==> config.mk <==
export PLATFORM = sky130hd
export DESIGN_NAME = comb_eval_arbiter
export DESIGN_NICKNAME = d
export VERILOG_FILES = /design/src/rtl/comb_eval_pkg.sv /design/src/rtl/msb_eval_unit.sv /design/src/rtl/comb_eval_arbiter.sv
export SDC_FILE = /design/constraint.sdc
export NUM_CORES = 1
export LEC_CHECK = 0
export BUFFER_PORTS_ARGS = -buffer_cell sky130_fd_sc_hd__buf_2
export CAP_MARGIN = 15
export CORE_MARGIN = 5
export CORE_UTILIZATION = 48
export CTS_CLUSTER_DIAMETER = 30
export DETAILED_ROUTE_END_ITERATION = 10
export MAX_ROUTING_LAYER = met4
export PLACE_DENSITY = 0.85
export SLEW_MARGIN = 20
export SYNTH_ARGS = -nofsm -noshare
export SYNTH_HDL_FRONTEND = slang
export SYNTH_SLANG_ARGS = --single-unit
==> constraint.sdc <==
create_clock -name clk -period 6.65 [get_ports clk]
set_input_delay 0.665 -clock clk [delete_from_list [all_inputs] [get_ports clk]]
set_output_delay 0.665 -clock clk [all_outputs]
set_load 0.01 [all_outputs]
==> src/rtl/comb_eval_pkg.sv <==
// Shared types and constants for the comb_eval arbiter slice.
// Requester IDs, output-register FSM states and the statistics counter width.
package comb_eval_pkg;

  localparam logic ID_A   = 1'b0;
  localparam logic ID_B   = 1'b1;
  localparam int   STAT_W = 8;

  typedef enum logic {
    EMPTY = 1'b0,
    FULL  = 1'b1
  } arb_state_e;

  // Saturating increment for the grant counters.
  function automatic logic [STAT_W-1:0] sat_inc(input logic [STAT_W-1:0] value);
    return (value == {STAT_W{1'b1}}) ? value : value + 1'b1;
  endfunction

endpackage

==> src/rtl/msb_eval_unit.sv <==
// Combinational evaluator: zero-extended sum, MSB of the truncated sum,
// and unsigned greater-than of the two operands.
module msb_eval_unit #(
  parameter int WIDTH = 4
) (
  input  logic [WIDTH-1:0] op1,
  input  logic [WIDTH-1:0] op2,
  output logic [WIDTH:0]   sum,
  output logic             msb,
  output logic             gt
);

  always_comb begin
    sum = {1'b0, op1} + {1'b0, op2};
    msb = sum[WIDTH-1];
    gt  = (op1 > op2);
  end

endmodule

==> src/rtl/comb_eval_arbiter.sv <==
// Round-robin arbiter sharing one registered msb_eval_unit between requesters A and B.
// Define ARB_STATS_EN to enable the saturating per-requester grant counters.
module comb_eval_arbiter
  import comb_eval_pkg::*;
#(
  parameter int WIDTH = 4
) (
  input  logic              clk,
  input  logic              rst,
  input  logic              a_valid,
  input  logic [WIDTH-1:0]  a_num1,
  input  logic [WIDTH-1:0]  a_num2,
  output logic              a_ready,
  input  logic              b_valid,
  input  logic [WIDTH-1:0]  num1,
  input  logic [WIDTH-1:0]  num2,
  output logic              b_ready,
  output logic              res_valid,
  input  logic              res_ready,
  output logic              res_id,
  output logic [WIDTH:0]    res_sum,
  output logic              res_msb,
  output logic              res_gt,
  output logic [STAT_W-1:0] grant_cnt_a,
  output logic [STAT_W-1:0] grant_cnt_b
);

  arb_state_e       state_reg, state_next;
  logic             prio_reg;
  logic             res_id_reg;
  logic [WIDTH:0]   res_sum_reg;
  logic             res_msb_reg;
  logic             res_gt_reg;

  logic             slot_free;
  logic             grant_a, grant_b, grant_any;
  logic [WIDTH-1:0] op1_mux, op2_mux;
  logic [WIDTH:0]   eval_sum;
  logic             eval_msb, eval_gt;

  assign slot_free = (state_reg == EMPTY) || res_ready;

  // Grant decision and FSM next state; reset suppresses any grant.
  always_comb begin
    grant_a    = 1'b0;
    grant_b    = 1'b0;
    state_next = state_reg;
    if (!rst && slot_free) begin
      if (a_valid && (!b_valid || prio_reg == ID_A)) begin
        grant_a = 1'b1;
      end else if (b_valid) begin
        grant_b = 1'b1;
      end
    end
    case (state_reg)
      EMPTY: if (grant_a || grant_b) state_next = FULL;
      FULL: begin
        if (grant_a || grant_b)  state_next = FULL;
        else if (res_ready)      state_next = EMPTY;
      end
      default: state_next = EMPTY;
    endcase
  end

  assign grant_any = grant_a || grant_b;
  assign a_ready   = grant_a;
  assign b_ready   = grant_b;

  assign op1_mux = grant_b ? num1 : a_num1;
  assign op2_mux = grant_b ? num2 : a_num2;

  msb_eval_unit #(
    .WIDTH (WIDTH)
  ) u_eval (
    .op1 (op1_mux),
    .op2 (op2_mux),
    .sum (eval_sum),
    .msb (eval_msb),
    .gt  (eval_gt)
  );

  always_ff @(posedge clk) begin
    if (rst) begin
      state_reg   <= EMPTY;
      prio_reg    <= ID_A;
      res_id_reg  <= 1'b0;
      res_sum_reg <= '0;
      res_msb_reg <= 1'b0;
      res_gt_reg  <= 1'b0;
    end else begin
      state_reg <= state_next;
      if (grant_any) begin
        res_id_reg  <= grant_b ? ID_B : ID_A;
        res_sum_reg <= eval_sum;
        res_msb_reg <= eval_msb;
        res_gt_reg  <= eval_gt;
        // Pointer moves to the loser so the other side is favoured next time.
        prio_reg    <= grant_a ? ID_B : ID_A;
      end
    end
  end

  assign res_valid = (state_reg == FULL);
  assign res_id    = res_id_reg;
  assign res_sum   = res_sum_reg;
  assign res_msb   = res_msb_reg;
  assign res_gt    = res_gt_reg;

`ifdef ARB_STATS_EN
  logic [STAT_W-1:0] cnt_a_reg, cnt_b_reg;

  always_ff @(posedge clk) begin
    if (rst) begin
      cnt_a_reg <= '0;
      cnt_b_reg <= '0;
    end else begin
      if (grant_a) cnt_a_reg <= sat_inc(cnt_a_reg);
      if (grant_b) cnt_b_reg <= sat_inc(cnt_b_reg);
    end
  end

  assign grant_cnt_a = cnt_a_reg;
  assign grant_cnt_b = cnt_b_reg;
`else
  assign grant_cnt_a = '0;
  assign grant_cnt_b = '0;
`endif

endmodule

==> results of run 1 <==
## cell usage after synthesis, drive strengths merged
library cell / instances
nand3: 1
a221oi: 1
or2: 1
and3: 1
and2b: 1
nor4: 1
o21a: 1
buf: 21
o31ai: 2
o211ai: 2
o31a: 1
o41ai: 2
ha: 8
mux2i: 5
a31oi: 2
a211oi: 1
xnor2: 1
conb: 1
nor2: 4
nand2b: 1
a311oi: 1
a21oi: 6
mux2: 8
dfxtp: 9
o21bai: 1
nand4: 2
o2111a: 1
o21ai: 2
nand2: 3
nor3: 1
fa: 1
inv: 5
nor2b: 1
## layout make-up
class | count | share of cell area (%)
clock buffer | 3 | 2.24
clock inverter | 1 | 0.498
inverter | 5 | 2.11
multi-input combinational | 79 | 58.7
sequential | 9 | 17.9
tap | 25 | 3.11
timing repair buffer | 31 | 15.4
## power groups by stage
stage	Combinational, mW	Clock (mW)	Sequential (mW)
floorplan	0.0500	0	0.0651
global placement	0.0598	0	0.0629
detailed placement	0.0620	0	0.0630
CTS	0.0622	0.0434	0.0618
global route	0.0701	0.0468	0.0624
finish	0.0623	0.0431	0.0618
## metal layers
metal	part of all wire, %	vias to the layer above
li1	-	380
met3	6.9	4
met5	0	-
met4	1.6	0
met2	51	30
met1	41	374
## path summary, 6_finish.rpt
path	cells after the start	slack, ns	start	to
setup / recovery	8	3.73	res_ready	res_sum[3]$_SDFFE_PP0P_
hold / removal	2	0.48	res_sum[2]$_SDFFE_PP0P_	res_sum[2]$_SDFFE_PP0P_
setup reg to reg	7	3.92	res_valid$_SDFF_PP0_	res_sum[3]$_SDFFE_PP0P_
hold reg to reg	2	0.48	res_sum[2]$_SDFFE_PP0P_	res_sum[2]$_SDFFE_PP0P_
## logic make-up (layout without fill, tap and decap cells)
family | Yosys count | after routing | synth area share [%]
xor gates and xnor gates | 1 | 1 | 0.964
AOI/OAI and AO/OA | 23 | 23 | 17.6
buffers and inverters | 26 | 40 | 21.3
and+or+nand+nor | 17 | 17 | 9.92
DFF | 9 | 9 | 19.8
other | 1 | 16 | 0.413
adders and majority gates | 9 | 9 | 13.2
muxes | 13 | 13 | 16.7
## per-stage QoR
step | total power [mW] | hold WS (ns) | utilization [%] | instances | setup slack, ns
after CTS | 0.167 | 0.476 | 57.0 | 153 | 3.74
final | 0.167 | 0.477 | 57.0 | 153 | 3.73
after detailed placement | 0.125 | 0.467 | 55.5 | 149 | 3.47
after global placement | 0.123 | 0.455 | 55.5 | 149 | 3.53
after floorplan | 0.115 | 0.474 | - | 114 | 4.07
after global routing | 0.179 | 0.489 | 57.0 | 153 | 3.50
## critical path: stages
cell and delay (ns):
buf_2 0.08, nand2b_1 0.25, o2111a_1 0.71, mux2_1 0.41, ha_1 0.38, a21oi_1 0.21
a21oi_1 0.09, o41ai_1 0.28
==> impl_metrics.ini, run 1 <==
[final_layout]
fin_nets = 159
fin_area_um2 = 1010
layout.cells.most_common = buf_2
multi_input_area_um2 = 591
largest_reg_flops = 5
fillers = 179
area_growth_pct = 10.7
final_cell_mix = 31 x buf_2, 16 x conb_1, 9 x dfxtp_1
final_layout_size_suffix_gt1_share_pct = 33.6
ff_latch_area_um2 = 180
n_antenna_cell = 0

[timing]
setup_viol = 0
finalClockSkew_ns = 0.00930
rsz0062_at_grt = no
fin_crit_sh_pct = 43.9
layout_min_cycle_time_ns = 2.92
slew_headroom_pct = 51.9
drv_slew = 0
finalHoldViolations = 0
fmax_ghz = 0.343
fin_setup_tns_ns = 0
worstMarginPinSlew_ns = 0.722

[clock_tree]
ctsHoldBuffers = 0
clock_sinks = 9
cts_buffers = 3
insertion_delay_ns = 0.27
cts_root_buf = clkbuf_4
clk_pin_slew_ns = 0.07
cts-resized-gates = 0
cts-htree-levels = 1
cts_buffer_depth = 2
post_cts_buffers = 0
cts_tree = built

[pwr]
worst_ir_drop_vdd_mv = 0.0845
p_leak_nw = 0.499
seqPwrFrac_pct = 37.0
p_sw_mw = 0.0586
comb_power_share_pct = 37.3
power_frac_clock_pct = 25.8
p_int_mw = 0.109
switching_share_pct = 35.1
powerDensity_nw_per_um2 = 166

[detailed_routing]
viasPerCell = 5.15
initialDrtViolationCount = 2
drt_wl_total_um = 1830
routedWlPerCell_um = 11.9
first_pass_iters = 4
ant_nets = 0
drc = 0
num_vias = 788

[floorplan]
start_util_pct = 51.5
dieArea_um2 = 2860
dieWidth_um = 53.5
die_h_um = 53.5
pin_count = 48
rows = 15
coreArea_um2 = 1760

[synthesis]
netlist_area_um2 = 908
syn-instance-count = 99
seq_area_frac_synth_pct = 19.8
synth_top_area_share_pct = 19.8
synth_area_leader_cell = dfxtp_1
synth_cell_types = 40
synth-seq-cells = 9
ys_warn_count = 0
postSynthAreaPerCell_um2 = 9.18
synthTopCellsByArea = dfxtp_1 20%, buf_4 15%, ha_1 11%, mux2i_1 5.5%, mux2_1 5.0%

[outcome]
status = completed

[global_route]
grt_usage_pct = 13.3
antenna_found_initial = 0
gr-total-overflow = 0
grt_pass1_vias = 669
busiest_layer = met2
use_met2_pct = 20.8
grt_start_max_net_pins = 16
gr-usage-met1_pct = 16.5
grt_pass1_wl_um = 2750
grtUsageMet3_pct = 1.97

[setup_path]
start_kind = input port
arrival_ns = 3.09
critical_path_class = input port to flop
critPathRequiredTime_ns = 6.82
critPathMaxFanout = 15
crit_path_end_kind = flop

[place]
dp_hpwl_um = 1570
gp_congestion = 0.772
port_buffers = 31
place_area_um2 = 978

[job]
maxCapViolCount = 0

[min_path]
min_path_type = flop to flop
Note: power is estimated with default switching activity, not from simulation.
==> inputs of run 2 (changes only) <==
--- a/config.mk
+++ b/config.mk
@@ -8,11 +8,11 @@
 export BUFFER_PORTS_ARGS = -buffer_cell sky130_fd_sc_hd__buf_2
 export CAP_MARGIN = 15
 export CORE_MARGIN = 5
-export CORE_UTILIZATION = 48
+export CORE_UTILIZATION = 44
 export CTS_CLUSTER_DIAMETER = 30
 export DETAILED_ROUTE_END_ITERATION = 10
 export MAX_ROUTING_LAYER = met4
-export PLACE_DENSITY = 0.85
+export PLACE_DENSITY = 0.78
 export SLEW_MARGIN = 20
 export SYNTH_ARGS = -nofsm -noshare
 export SYNTH_HDL_FRONTEND = slang
==> constraint.sdc (replaced) <==
create_clock -name clk -period 3 [get_ports clk]
set_input_delay 0.3 -clock clk [delete_from_list [all_inputs] [get_ports clk]]
set_output_delay 0.3 -clock clk [all_outputs]
set_load 0.01 [all_outputs]
==> impl_metrics.ini, run 2 (synthesized netlist as in run 1, its figures left out) <==
[outcome]
status = completed

[setup_path]
critical_path_class = flop to flop
start_kind = flop
arrival_ns = 2.56
crit_start = res_valid$_SDFF_PP0_
critPathRequiredTime_ns = 3.16
r2r_slack_ns = 0.60
crit_path_end_kind = flop
critPathMaxFanout = 8
timing.rr.end = res_sum[3]$_SDFFE_PP0P_
endpoint = res_sum[3]$_SDFFE_PP0P_
reg2reg_depth = 8
r2r_start = res_valid$_SDFF_PP0_

[detailed_routing]
route.met2.wl_um = 891
first_pass_iters = 4
num_vias = 749
ant_nets = 0
wl_met3_um = 144
routedWlPerCell_um = 12.0
drt_wl_total_um = 1880
drc = 0
viasPerCell = 4.77
wl_met1_um = 810
route.top_layer_used = met4
initialDrtViolationCount = 28

[clock_tree]
clock_sinks = 9
cts_root_buf = clkbuf_4
clk_pin_slew_ns = 0.06
cts_buffers = 3
cts-htree-levels = 1
cts-resized-gates = 0
cts_tree = built
post_cts_buffers = 0
ctsHoldBuffers = 0
cts_buffer_depth = 2
insertion_delay_ns = 0.27

[place]
dp_slack_ns = 0.489
port_buffers = 31
gp_congestion = 0.772
dp_hpwl_um = 1560

[final_layout]
ff_latch_area_um2 = 180
final_layout_size_suffix_gt1_share_pct = 33.8
area_growth_pct = 12.5
final_core_util_pct = 52.1
final_cell_mix = 31 x buf_2, 16 x conb_1, 9 x dfxtp_1
fin_nets = 161
layout.cells.most_common = buf_2
multi_input_area_um2 = 591
largest_reg_flops = 5
fillers = 194
n_antenna_cell = 0

[pwr]
power_mw = 0.374
worst_ir_drop_vdd_mv = 0.167
powerDensity_nw_per_um2 = 366
p_leak_nw = 0.506

[min_path]
min_path_type = input port to flop

[global_route]
grt_pass1_vias = 713
gr-total-overflow = 0
antenna_found_initial = 0
grt_start_max_net_pins = 11
grt_usage_pct = 12.7
grt_pass1_wl_um = 3040

[job]
maxCapViolCount = 0

[timing]
setup_viol = 0
finalClockSkew_ns = 0.00232
fin_crit_sh_pct = 80.1
fin_setup_tns_ns = 0
fmax_ghz = 0.416
layout_min_cycle_time_ns = 2.40
rsz0062_at_grt = no
drv_slew = 0
setup_ws_ns = 0.597
finalHoldViolations = 0

[floorplan]
start_util_pct = 46.3
rows = 16
dieWidth_um = 55.4
die_h_um = 55.4
coreArea_um2 = 1960
dieArea_um2 = 3070
pin_count = 48
[run 2: power breakdown]
| part | switching (mW) | internal (mW) |
|---|---|---|
| Sequential | 0.00647 | 0.131 |
| Clock | 0.0462 | 0.0515 |
| Combinational | 0.0772 | 0.0619 |
[run 2: worst min-delay path by stage]
stage / start / to / slack (ns) / cells after the start
after global routing: rst / res_sum[0]$_SDFFE_PP0P_ / 0.34 / 2
after detailed placement: res_sum[0]$_SDFFE_PP0P_ / res_sum[0]$_SDFFE_PP0P_ / 0.46 / 2
after global placement: res_sum[0]$_SDFFE_PP0P_ / res_sum[0]$_SDFFE_PP0P_ / 0.45 / 2
after CTS: rst / res_sum[2]$_SDFFE_PP0P_ / 0.33 / 2
final: rst / res_sum[2]$_SDFFE_PP0P_ / 0.34 / 2
after floorplan: a_valid / prio_reg$_SDFFE_PP0P_ / 0.45 / 2
[run 2: critical path: stages, from the launching register on]
cell	delay, ns
dfxtp_1	0.32
nand2b_1	0.21
o2111a_1	0.25
buf_4	0.17
mux2_1	0.36
ha_1	0.38
a21oi_1	0.19
a21oi_1	0.10
o41ai_1	0.31
[run 2: layout make-up]
cell class | instances | area share, %
sequential | 9 | 17.6
inverter | 5 | 2.08
tap | 27 | 3.30
clock buffer | 4 | 2.57
timing repair buffer | 33 | 16.6
multi-input combinational | 79 | 57.8
[run 2: stage by stage]
| stage | hold slack (ns) | std cells | instance area, um^2 |
|---|---|---|---|
| after floorplan | 0.454 | 114 | 965 |
| after global placement | 0.453 | 153 | 996 |
| after detailed placement | 0.458 | 153 | 996 |
| after CTS | 0.328 | 157 | 1020 |
| after global routing | 0.341 | 157 | 1020 |
| final | 0.336 | 157 | 1020 |
[run 2: layer usage]
layer | up-vias | global-route usage (%)
met5 | - | -
met3 | 4 | 4.43
li1 | 386 | -
met2 | 29 | 20.4
met1 | 330 | 13.4
met4 | 0 | 7.29
